### src/rtl/gfsk_demod_pkg.sv
// Shared BTLE receive constants: disc, accumulator and phase-counter widths
// plus the strobe bundle carried alongside discriminator data.
package gfsk_demod_pkg;

  function automatic int clog2i(input int v);
    int r;
    r = 0;
    for (int k = 0; k < 32; k++)
      if ((1 << r) < v) r++;
    return r;
  endfunction

  function automatic int disc_w(input int iqw);
    return 2 * iqw + 1;
  endfunction

  function automatic int acc_w(input int iqw, input int sps);
    return disc_w(iqw) + clog2i(sps);
  endfunction

  function automatic int phase_w(input int sps);
    return (clog2i(sps) < 1) ? 1 : clog2i(sps);
  endfunction

  typedef struct packed {
    logic valid;
    logic last;
  } strobe_t;

endpackage

### src/rtl/gfsk_demodulation_fm_discriminator.sv
// Three-stage cross-product FM discriminator with packet priming.
// disc = i_prev*q_cur - q_prev*i_cur, positive for CCW rotation.
module fm_discriminator
  import gfsk_demod_pkg::*;
#(
  parameter int IQ_BIT_WIDTH = 8,
  localparam int DW = disc_w(IQ_BIT_WIDTH)
) (
  input  logic                           clk,
  input  logic                           rst,
  input  logic signed [IQ_BIT_WIDTH-1:0] i_in,
  input  logic signed [IQ_BIT_WIDTH-1:0] q_in,
  input  logic                           iq_valid,
  input  logic                           iq_valid_last,
  output logic signed [DW-1:0]           disc,
  output logic                           disc_valid,
  output logic                           disc_valid_last
);

  localparam int W = IQ_BIT_WIDTH;

  logic signed [W-1:0]   i_cur;
  logic signed [W-1:0]   q_cur;
  logic signed [W-1:0]   i_prev;
  logic signed [W-1:0]   q_prev;
  logic                  primed;
  strobe_t               s1;
  strobe_t               s2;
  logic signed [2*W-1:0] p_a;
  logic signed [2*W-1:0] p_b;

  always_ff @(posedge clk or posedge rst) begin
    if (rst) begin
      i_cur           <= '0;
      q_cur           <= '0;
      i_prev          <= '0;
      q_prev          <= '0;
      primed          <= 1'b0;
      s1              <= '0;
      s2              <= '0;
      p_a             <= '0;
      p_b             <= '0;
      disc            <= '0;
      disc_valid      <= 1'b0;
      disc_valid_last <= 1'b0;
    end else begin
      // A sample ending a packet leaves the next one to re-prime.
      if (iq_valid) begin
        i_cur  <= i_in;
        q_cur  <= q_in;
        i_prev <= i_cur;
        q_prev <= q_cur;
        primed <= !iq_valid_last;
      end
      s1.valid <= iq_valid && primed;
      s1.last  <= iq_valid && iq_valid_last && primed;
      if (s1.valid) begin
        p_a <= i_prev * q_cur;
        p_b <= q_prev * i_cur;
      end
      s2 <= s1;
      if (s2.valid)
        disc <= {p_a[2*W-1], p_a} - {p_b[2*W-1], p_b};
      disc_valid      <= s2.valid;
      disc_valid_last <= s2.last;
    end
  end

endmodule

### src/rtl/gfsk_demodulation.sv
// GFSK demodulator: FM discriminator plus symbol-rate hard decision.
// GFSK_DEMOD_INTEGRATE_EN selects integrate-and-dump over single-sample.
module gfsk_demodulation
  import gfsk_demod_pkg::*;
#(
  parameter int SAMPLE_PER_SYMBOL = 8,
  parameter int IQ_BIT_WIDTH      = 8,
  parameter int DECISION_PHASE    = 4,
  localparam int DW = disc_w(IQ_BIT_WIDTH)
) (
  input  logic                           clk,
  input  logic                           rst,
  input  logic signed [IQ_BIT_WIDTH-1:0] i_in,
  input  logic signed [IQ_BIT_WIDTH-1:0] q_in,
  input  logic                           iq_valid,
  input  logic                           iq_valid_last,
  output logic signed [DW-1:0]           disc,
  output logic                           disc_valid,
  output logic                           disc_valid_last,
  output logic                           phy_bit,
  output logic                           bit_valid,
  output logic                           bit_valid_last
);

  localparam int PW = phase_w(SAMPLE_PER_SYMBOL);
  localparam logic [PW-1:0] LAST_PH = PW'(SAMPLE_PER_SYMBOL - 1);

  logic [PW-1:0] phase;
  logic          end_sym;

  fm_discriminator #(
    .IQ_BIT_WIDTH (IQ_BIT_WIDTH)
  ) u_disc (
    .clk             (clk),
    .rst             (rst),
    .i_in            (i_in),
    .q_in            (q_in),
    .iq_valid        (iq_valid),
    .iq_valid_last   (iq_valid_last),
    .disc            (disc),
    .disc_valid      (disc_valid),
    .disc_valid_last (disc_valid_last)
  );

  assign end_sym = (phase == LAST_PH) || disc_valid_last;

`ifdef GFSK_DEMOD_INTEGRATE_EN
  localparam int AW = acc_w(IQ_BIT_WIDTH, SAMPLE_PER_SYMBOL);

  logic signed [AW-1:0] acc;
  logic signed [AW-1:0] sum;

  always_comb begin
    sum = acc + {{(AW-DW){disc[DW-1]}}, disc};
  end

  always_ff @(posedge clk or posedge rst) begin
    if (rst) begin
      acc            <= '0;
      phase          <= '0;
      phy_bit        <= 1'b0;
      bit_valid      <= 1'b0;
      bit_valid_last <= 1'b0;
    end else begin
      bit_valid      <= 1'b0;
      bit_valid_last <= 1'b0;
      if (disc_valid) begin
        phase <= end_sym ? '0 : phase + 1'b1;
        acc   <= end_sym ? '0 : sum;
        if (end_sym) begin
          bit_valid      <= 1'b1;
          bit_valid_last <= disc_valid_last;
          phy_bit        <= !sum[AW-1];
        end
      end
    end
  end
`else
  localparam logic [PW-1:0] DEC_PH = PW'(DECISION_PHASE);

  logic dec_hold;
  logic disc_pos;

  assign disc_pos = !disc[DW-1];

  always_ff @(posedge clk or posedge rst) begin
    if (rst) begin
      dec_hold       <= 1'b0;
      phase          <= '0;
      phy_bit        <= 1'b0;
      bit_valid      <= 1'b0;
      bit_valid_last <= 1'b0;
    end else begin
      bit_valid      <= 1'b0;
      bit_valid_last <= 1'b0;
      if (disc_valid) begin
        phase <= end_sym ? '0 : phase + 1'b1;
        if (phase == DEC_PH)
          dec_hold <= disc_pos;
        // Flush before the decision phase falls back to this sample.
        if (end_sym) begin
          bit_valid      <= 1'b1;
          bit_valid_last <= disc_valid_last;
          phy_bit        <= (phase <= DEC_PH) ? disc_pos : dec_hold;
        end
      end
    end
  end
`endif

endmodule

### config.mk
export PLATFORM = sky130hd
export DESIGN_NAME = gfsk_demodulation
export DESIGN_NICKNAME = d
export VERILOG_FILES = /design/src/rtl/gfsk_demod_pkg.sv /design/src/rtl/gfsk_demodulation_fm_discriminator.sv /design/src/rtl/gfsk_demodulation.sv
export SDC_FILE = /design/constraint.sdc
export NUM_CORES = 1
export LEC_CHECK = 0
export CORE_MARGIN = 1
export CORE_UTILIZATION = 55
export CTS_BUF_LIST = sky130_fd_sc_hd__clkbuf_8
export DETAILED_ROUTE_END_ITERATION = 8
export DONT_BUFFER_PORTS = 1
export PLACE_DENSITY = 0.74
export SYNTH_ARGS = -nofsm -noshare
export SYNTH_HDL_FRONTEND = slang
export SYNTH_SLANG_ARGS = --single-unit
### constraint.sdc
create_clock -name clk -period 6.4 [get_ports clk]
set_input_delay 1.28 -clock clk [delete_from_list [all_inputs] [get_ports clk]]
set_output_delay 1.28 -clock clk [all_outputs]
set_load 0.03 [all_outputs]
==> impl_results.md, run 1 <==
* CP Buf/Inv Count at 4
* Biggest cell delay along the critical path at 0.63 ns
* Yosys cell types at 51
* Yosys top cell area share at 25.4%
* Core area at 16600 µm²
* Crit path to: u_disc.p_a[14]
* Area of the multi-input gates at 6170 µm²
* Post-synth EDFFs at 0
* Wire per inst at 15.4 µm
* Status: complete, no violations
* Fmax at 209 MHz
* Drt first pass iters at 4
* Routed WL at 17.7 mm
* CTS tree: built
* Synthesized flop and latch total at 95
* Area growth syn-to-layout at 4.64%
* Die area at 17500 µm²
* # DRC at 0
* Area contributors post-synth: dfrtp_1, fa_1, ha_1
* Period minus WS final at 4.79 ns
* CTS Root Cell: clkbuf_8
* Vias at 6097
* Synth Area per Inst at 10.0 µm²
* Critical path's top delay family: adder cells
* Routed Antenna Nets at 0
* Largest net degree at the start of global routing at 76
* R2R Path End: u_disc.p_a[14]
* R2R Setup Slk at 1.61 ns
* Mapped Cells at 935
* Total grt overflow at 0
* Register area at 2380 µm²
* Hold Fails Final Rpt at 0
* First-pass GRT wire length at 30.1 mm
* Placer congestion estimate at 0.868
* Placement Rows at 47
* Die Y at 132 µm
* Post-DP HPWL at 14.3 mm
* Worst r2r src: u_disc.q_cur[3]
* Tcrit/Tclk final at 74.8%
* H-tree Lvls at 3
* Critical Path RT at 6.69 ns
* Most common cell in the netlist: inv_1
* Max-cap violation count at 0
* Post-CTS Setup Bufs at 0
* PortBufs at 0
* WP depth at 15
* Die width at 132 µm
* Post-CTS sizing at 0
* Ports at 42
* CP Class: flop to flop
* Clock slew at reported path FFs at 0.11 ns
* Final clock skew at 0.0133 ns
* Cell Area, Synth at 9350 µm²
* Vias per cell at 5.29
* Setup repair after global routing missed its margin: no
* Clock sink count at 95
* Critical Path Source Type: flop
* Hold Buf Count CTS at 0
* Slew @ Worst Pin at 0.959 ns
* Seq/Total Area, Yosys at 25.4%
* Max stage delay cell, worst path: fa_1
* Worst-path maximum fanout at 10
* Setup_tns at 0 ns
* Final layout net count at 1135
* Worst r2r path cells at 15
* Crit. Startpoint: u_disc.q_cur[3]
* Total Routing Usage GR at 21.7%
* FFs w/ async S/R, synth at 100%
* Synth Net Count at 1143
* FILL cells at 1417
* Pins over their slew limit at 0
* Share of post-route cells with drive strength above 1 at 8.48%
* Most frequent cells after synthesis: inv_1, fa_1, dfrtp_1, and2_1, ha_1
* Main flop type after synthesis: dfrtp_1
* DRT iter0 DRCs at 270
* Final setup violation count at 0
* Leading area contributor after synthesis: dfrtp_1
* Clock buffers created by TritonCTS at 9
* Critical Path, Cell by Cell: and2_1 -> fa_1 -> inv_1 -> fa_1 -> inv_1 -> fa_1 -> inv_1 -> fa_1 -> inv_1 -> ha_1 -> a21o_1 -> or3_1 -> o2111ai_1 -> nand3_1 -> a31o_1
* Hold WC Path Type: flop to flop
* Vias in the first global route at 6138
* Syn. warnings at 0
* CP arrival at 5.08 ns
* Slew headroom at 36.1%
* Initial antenna violation count at 0
* Initial Utilization at 56.4%
* Max clock buf depth at 2
* Critical Path End Type: flop
* N_diodes at 0
* Clock Latency Late Sink at 0.38 ns
kinds of logic after synthesis:
logic type / Yosys count / synth area share, %
simple gates: 223 / 12.8
buf+inv: 214 / 8.60
fa+ha+maj: 188 / 34.1
compound gates: 114 / 8.08
flops: 95 / 25.4
mux: 62 / 7.36
xor+xnor: 39 / 3.65
flip-flops by register name (all words and copies together) (netlist names), 2 cells and up:
| name | count |
|---|---|
| u_disc.disc | 17 |
| u_disc.p_a | 16 |
| u_disc.p_b | 16 |
| u_disc.i_cur | 8 |
| u_disc.i_prev | 8 |
| u_disc.q_cur | 8 |
| u_disc.q_prev | 8 |
| phase | 3 |
| u_disc.s1 | 2 |
| u_disc.s2 | 2 |
placed cells by master, fill, tap and decap left out, types with 2 or more instances in the layout:
master     count
a211o_1        3
o21ai_0       25
a21oi_1       24
dfrtp_1       95
or3_1          5
inv_1        191
xnor2_1       28
nand2_1       54
xor2_1        11
a31o_1         3
a31oi_1        6
clkinv_4       2
a21o_1        12
nor3_1         4
nor2b_1       22
o31ai_1        5
clkbuf_8       9
nor2_1        21
o211ai_1       6
o21ai_1        8
mux2_2        54
mux2i_1        8
inv_8          3
nand3_1        9
nand2b_1       6
fa_1         111
o21a_1         7
ha_1          77
buf_4          2
o2111ai_1      2
and2_1        90
or2_2          2
nand4_1        2
a211oi_1       4
through the flow:
| step | hold slack [ns] | setup WS (ns) | util, % | instances | area, µm² |
|---|---|---|---|---|---|
| final | 0.359 | 1.61 | 59.0 | 1152 | 9790 |
| after floorplan | 0.331 | 1.81 | - | 935 | 9350 |
| after detailed placement | 0.338 | 1.59 | 57.7 | 1136 | 9560 |
| after global placement | 0.334 | 1.68 | 57.7 | 1136 | 9560 |
| after CTS | 0.364 | 1.59 | 59.0 | 1152 | 9790 |
| after global routing | 0.373 | 1.36 | 59.0 | 1152 | 9790 |
metal layers:
layer  share of wire [%]  up-vias  GRT usage, %
li1                    -     2929             -
met1                  47     3034          30.6
met2                  47      121          35.5
met3                 4.8       13          3.46
met4                 1.3        0          4.92
met5                   0        -             0
layout make-up:
type | instances | area share (%)
Clock buffer | 9 | 1.27
Clock inverter | 7 | 0.997
Inverter | 193 | 7.43
Multi-Input combinational cell | 626 | 63.0
Sequential cell | 95 | 24.3
Tap cell | 220 | 2.81
Timing Repair Buffer | 2 | 0.153
worst reg2reg max path, stage by stage, from the launching register on:
cell	delay, ns
dfrtp_1	0.49
and2_1	0.24
fa_1	0.63
inv_1	0.15
fa_1	0.55
inv_1	0.05
fa_1	0.53
inv_1	0.06
fa_1	0.53
inv_1	0.04
ha_1	0.38
a21o_1	0.22
or3_1	0.30
o2111ai_1	0.21
nand3_1	0.10
a31o_1	0.22
worst min-delay path by stage:
stage / start / to / slack [ns] / cells after the start
after floorplan: u_disc.s2[0] / u_disc.disc_valid_last / 0.33 / 0
after global placement: u_disc.s2[0] / u_disc.disc_valid_last / 0.33 / 0
after detailed placement: u_disc.s1[0] / u_disc.s2[0] / 0.34 / 0
after CTS: u_disc.s1[0] / u_disc.s2[0] / 0.36 / 0
after global routing: u_disc.s1[0] / u_disc.s2[0] / 0.37 / 0
final: u_disc.s1[0] / u_disc.s2[0] / 0.36 / 0
Power of run 1 is left out: the tool's default activity adds up to more than one toggle a clock period on the data nets, which glitch-free logic cannot reach.
==> inputs of run 2 (changes only) <==
clock period = 4.8 ns   (was 6.4 ns; I/O delays follow)
==> run 2 against run 1 <==
Sequential cell count unchanged. Hold slack got worse by 0.0014 ns. Clock skew is 0.010 ns higher. Sequential share of layout area fell by 0.073 points. Die area unchanged. Cell count grew 0.87%. Core utilization up 0.30 points. Setup slack worse by 1.4 ns. First-iteration DRC count grew 17%. Final area up 0.51%. Highest routed layer unchanged.
==> impl_results.md, run 2 (same netlist as run 1, synthesis figures left out) <==
* Status: complete, no violations
* Routed WL at 18.0 mm
* CTS tree: built
* Placer congestion estimate at 0.850
* Max reg flops at 17
* Max stage delay cell, worst path: fa_1
* Critical Path End Type: flop
* Most common cell after layout, fill and taps aside: inv_1
* Tcrit/Tclk final at 95.5%
* CP arrival at 4.88 ns
* Die width at 132 µm
* Critical Path, Cell by Cell: and2_1 -> fa_1 -> inv_2 -> fa_1 -> inv_1 -> fa_1 -> inv_1 -> fa_1 -> inv_1 -> ha_1 -> a21o_1 -> or3_1 -> o2111ai_1 -> nand3_1 -> a31o_1
* Hold WC Path Type: flop to flop
* Ports at 42
* Layout Cells excl Fill at 1162
* Critical Path Source Type: flop
* Wire per inst at 15.5 µm
* Largest net degree at the start of global routing at 65
* Most frequent cells in the layout: inv_1, fa_1, dfrtp_1
* Final setup violation count at 0
* Post-CTS Setup Bufs at 0
* Vias at 6103
* Die area at 17500 µm²
* Initial Utilization at 56.4%
* CP Buf/Inv Count at 4
* Biggest register: u_disc.disc
* CTS Root Cell: clkbuf_8
* Share of post-route cells with drive strength above 1 at 9.87%
* Place WS at 0.163 ns
* Clock sink count at 95
* Setup_tns at 0 ns
* Period minus WS final at 4.58 ns
* Clock slew at reported path FFs at 0.12 ns
* PortBufs at 0
* Initial antenna violation count at 0
* Final clock skew at 0.0235 ns
* Hold Fails Final Rpt at 0
* Critical Path Most Common Cell: fa_1
* Regs by FF count: u_disc.disc x17, u_disc.p_a x16, u_disc.p_b x16
* Final layout net count at 1145
* Pins over their slew limit at 0
* Max-cap violation count at 0
* First-pass GRT wire length at 31.0 mm
* Area growth syn-to-layout at 5.18%
* Post-DP HPWL at 14.6 mm
* Critical path's top delay family: adder cells
* H-tree Lvls at 3
* Post-route setup slack at 0.218 ns
* N_diodes at 0
* Vias per cell at 5.25
* Clock Latency Late Sink at 0.40 ns
* Core area at 16600 µm²
* Fmax at 218 MHz
* # DRC at 0
* Placed cells at 1146
* Clock buffers created by TritonCTS at 9
* Placement Rows at 47
* FILL cells at 1462
* Routed Antenna Nets at 0
* Total grt overflow at 0
* Worst-path maximum fanout at 9
* Slew headroom at 47.1%
* Drt first pass iters at 4
* Slew @ Worst Pin at 0.793 ns
* DRT iter0 DRCs at 315
* Setup repair after global routing missed its margin: no
* Die Y at 132 µm
* Critical Path RT at 5.10 ns
* Total Routing Usage GR at 22.4%
* CP Class: flop to flop
* Biggest cell delay along the critical path at 0.63 ns
* Max clock buf depth at 2
* Vias in the first global route at 6349
run 2: final cells by class:
class | count | area, µm² | share of cell area [%]
well taps | 220 | 275 | 2.80
clock buffers | 9 | 124 | 1.26
repair buffers | 12 | 90.1 | 0.916
flip-flops and latches | 95 | 2380 | 24.2
multi-input cells | 626 | 6170 | 62.7
clock inverters | 7 | 67.6 | 0.687
inverters | 193 | 727 | 7.39
run 2: worst paths after layout:
kind	from	end	slack, ns	depth (start not counted)
setup / recovery	u_disc.i_prev[7]	u_disc.p_a[14]	0.22	15
hold / removal	u_disc.s1[0]	u_disc.s2[0]	0.36	0
setup reg to reg	u_disc.i_prev[7]	u_disc.p_a[14]	0.22	15
hold reg to reg	u_disc.s1[0]	u_disc.s2[0]	0.36	0
max in group asynchronous	rst	u_disc.disc[13]	3.31	2
min in group asynchronous	rst	u_disc.i_prev[7]	0.56	1
run 2: repair_timing:
item                       4_1_cts  5_1_grt
hold buffers                     0        0
gates resized for setup          0        5
setup endpoints to repair        0        4
run 2: worst register-to-register path, stage by stage, from the launching register on:
cell and delay [ns]:
dfrtp_2 0.47, and2_1 0.20, fa_1 0.63, inv_2 0.10, fa_1 0.54, inv_1 0.05
fa_1 0.53, inv_1 0.05, fa_1 0.52, inv_1 0.04, ha_1 0.31, a21o_1 0.19
or3_1 0.31, o2111ai_1 0.22, nand3_1 0.11, a31o_1 0.22
run 2: per-layer routing:
layer  track usage [%]  routed length, µm
met2              36.1               8420
met3              4.11                864
met5                 0                  0
met4              5.11                251
met1              31.4               8460
run 2: through the flow:
step	hold slack, ns	area (µm²)	util (%)
2_1_floorplan	0.331	9350	-
3_3_place_gp	0.334	9640	58.1
3_5_place_dp	0.336	9640	58.1
4_1_cts	0.361	9830	59.3
5_1_grt	0.369	9840	59.3
6_report	0.357	9840	59.3
Power of run 2 is left out for the same reason.
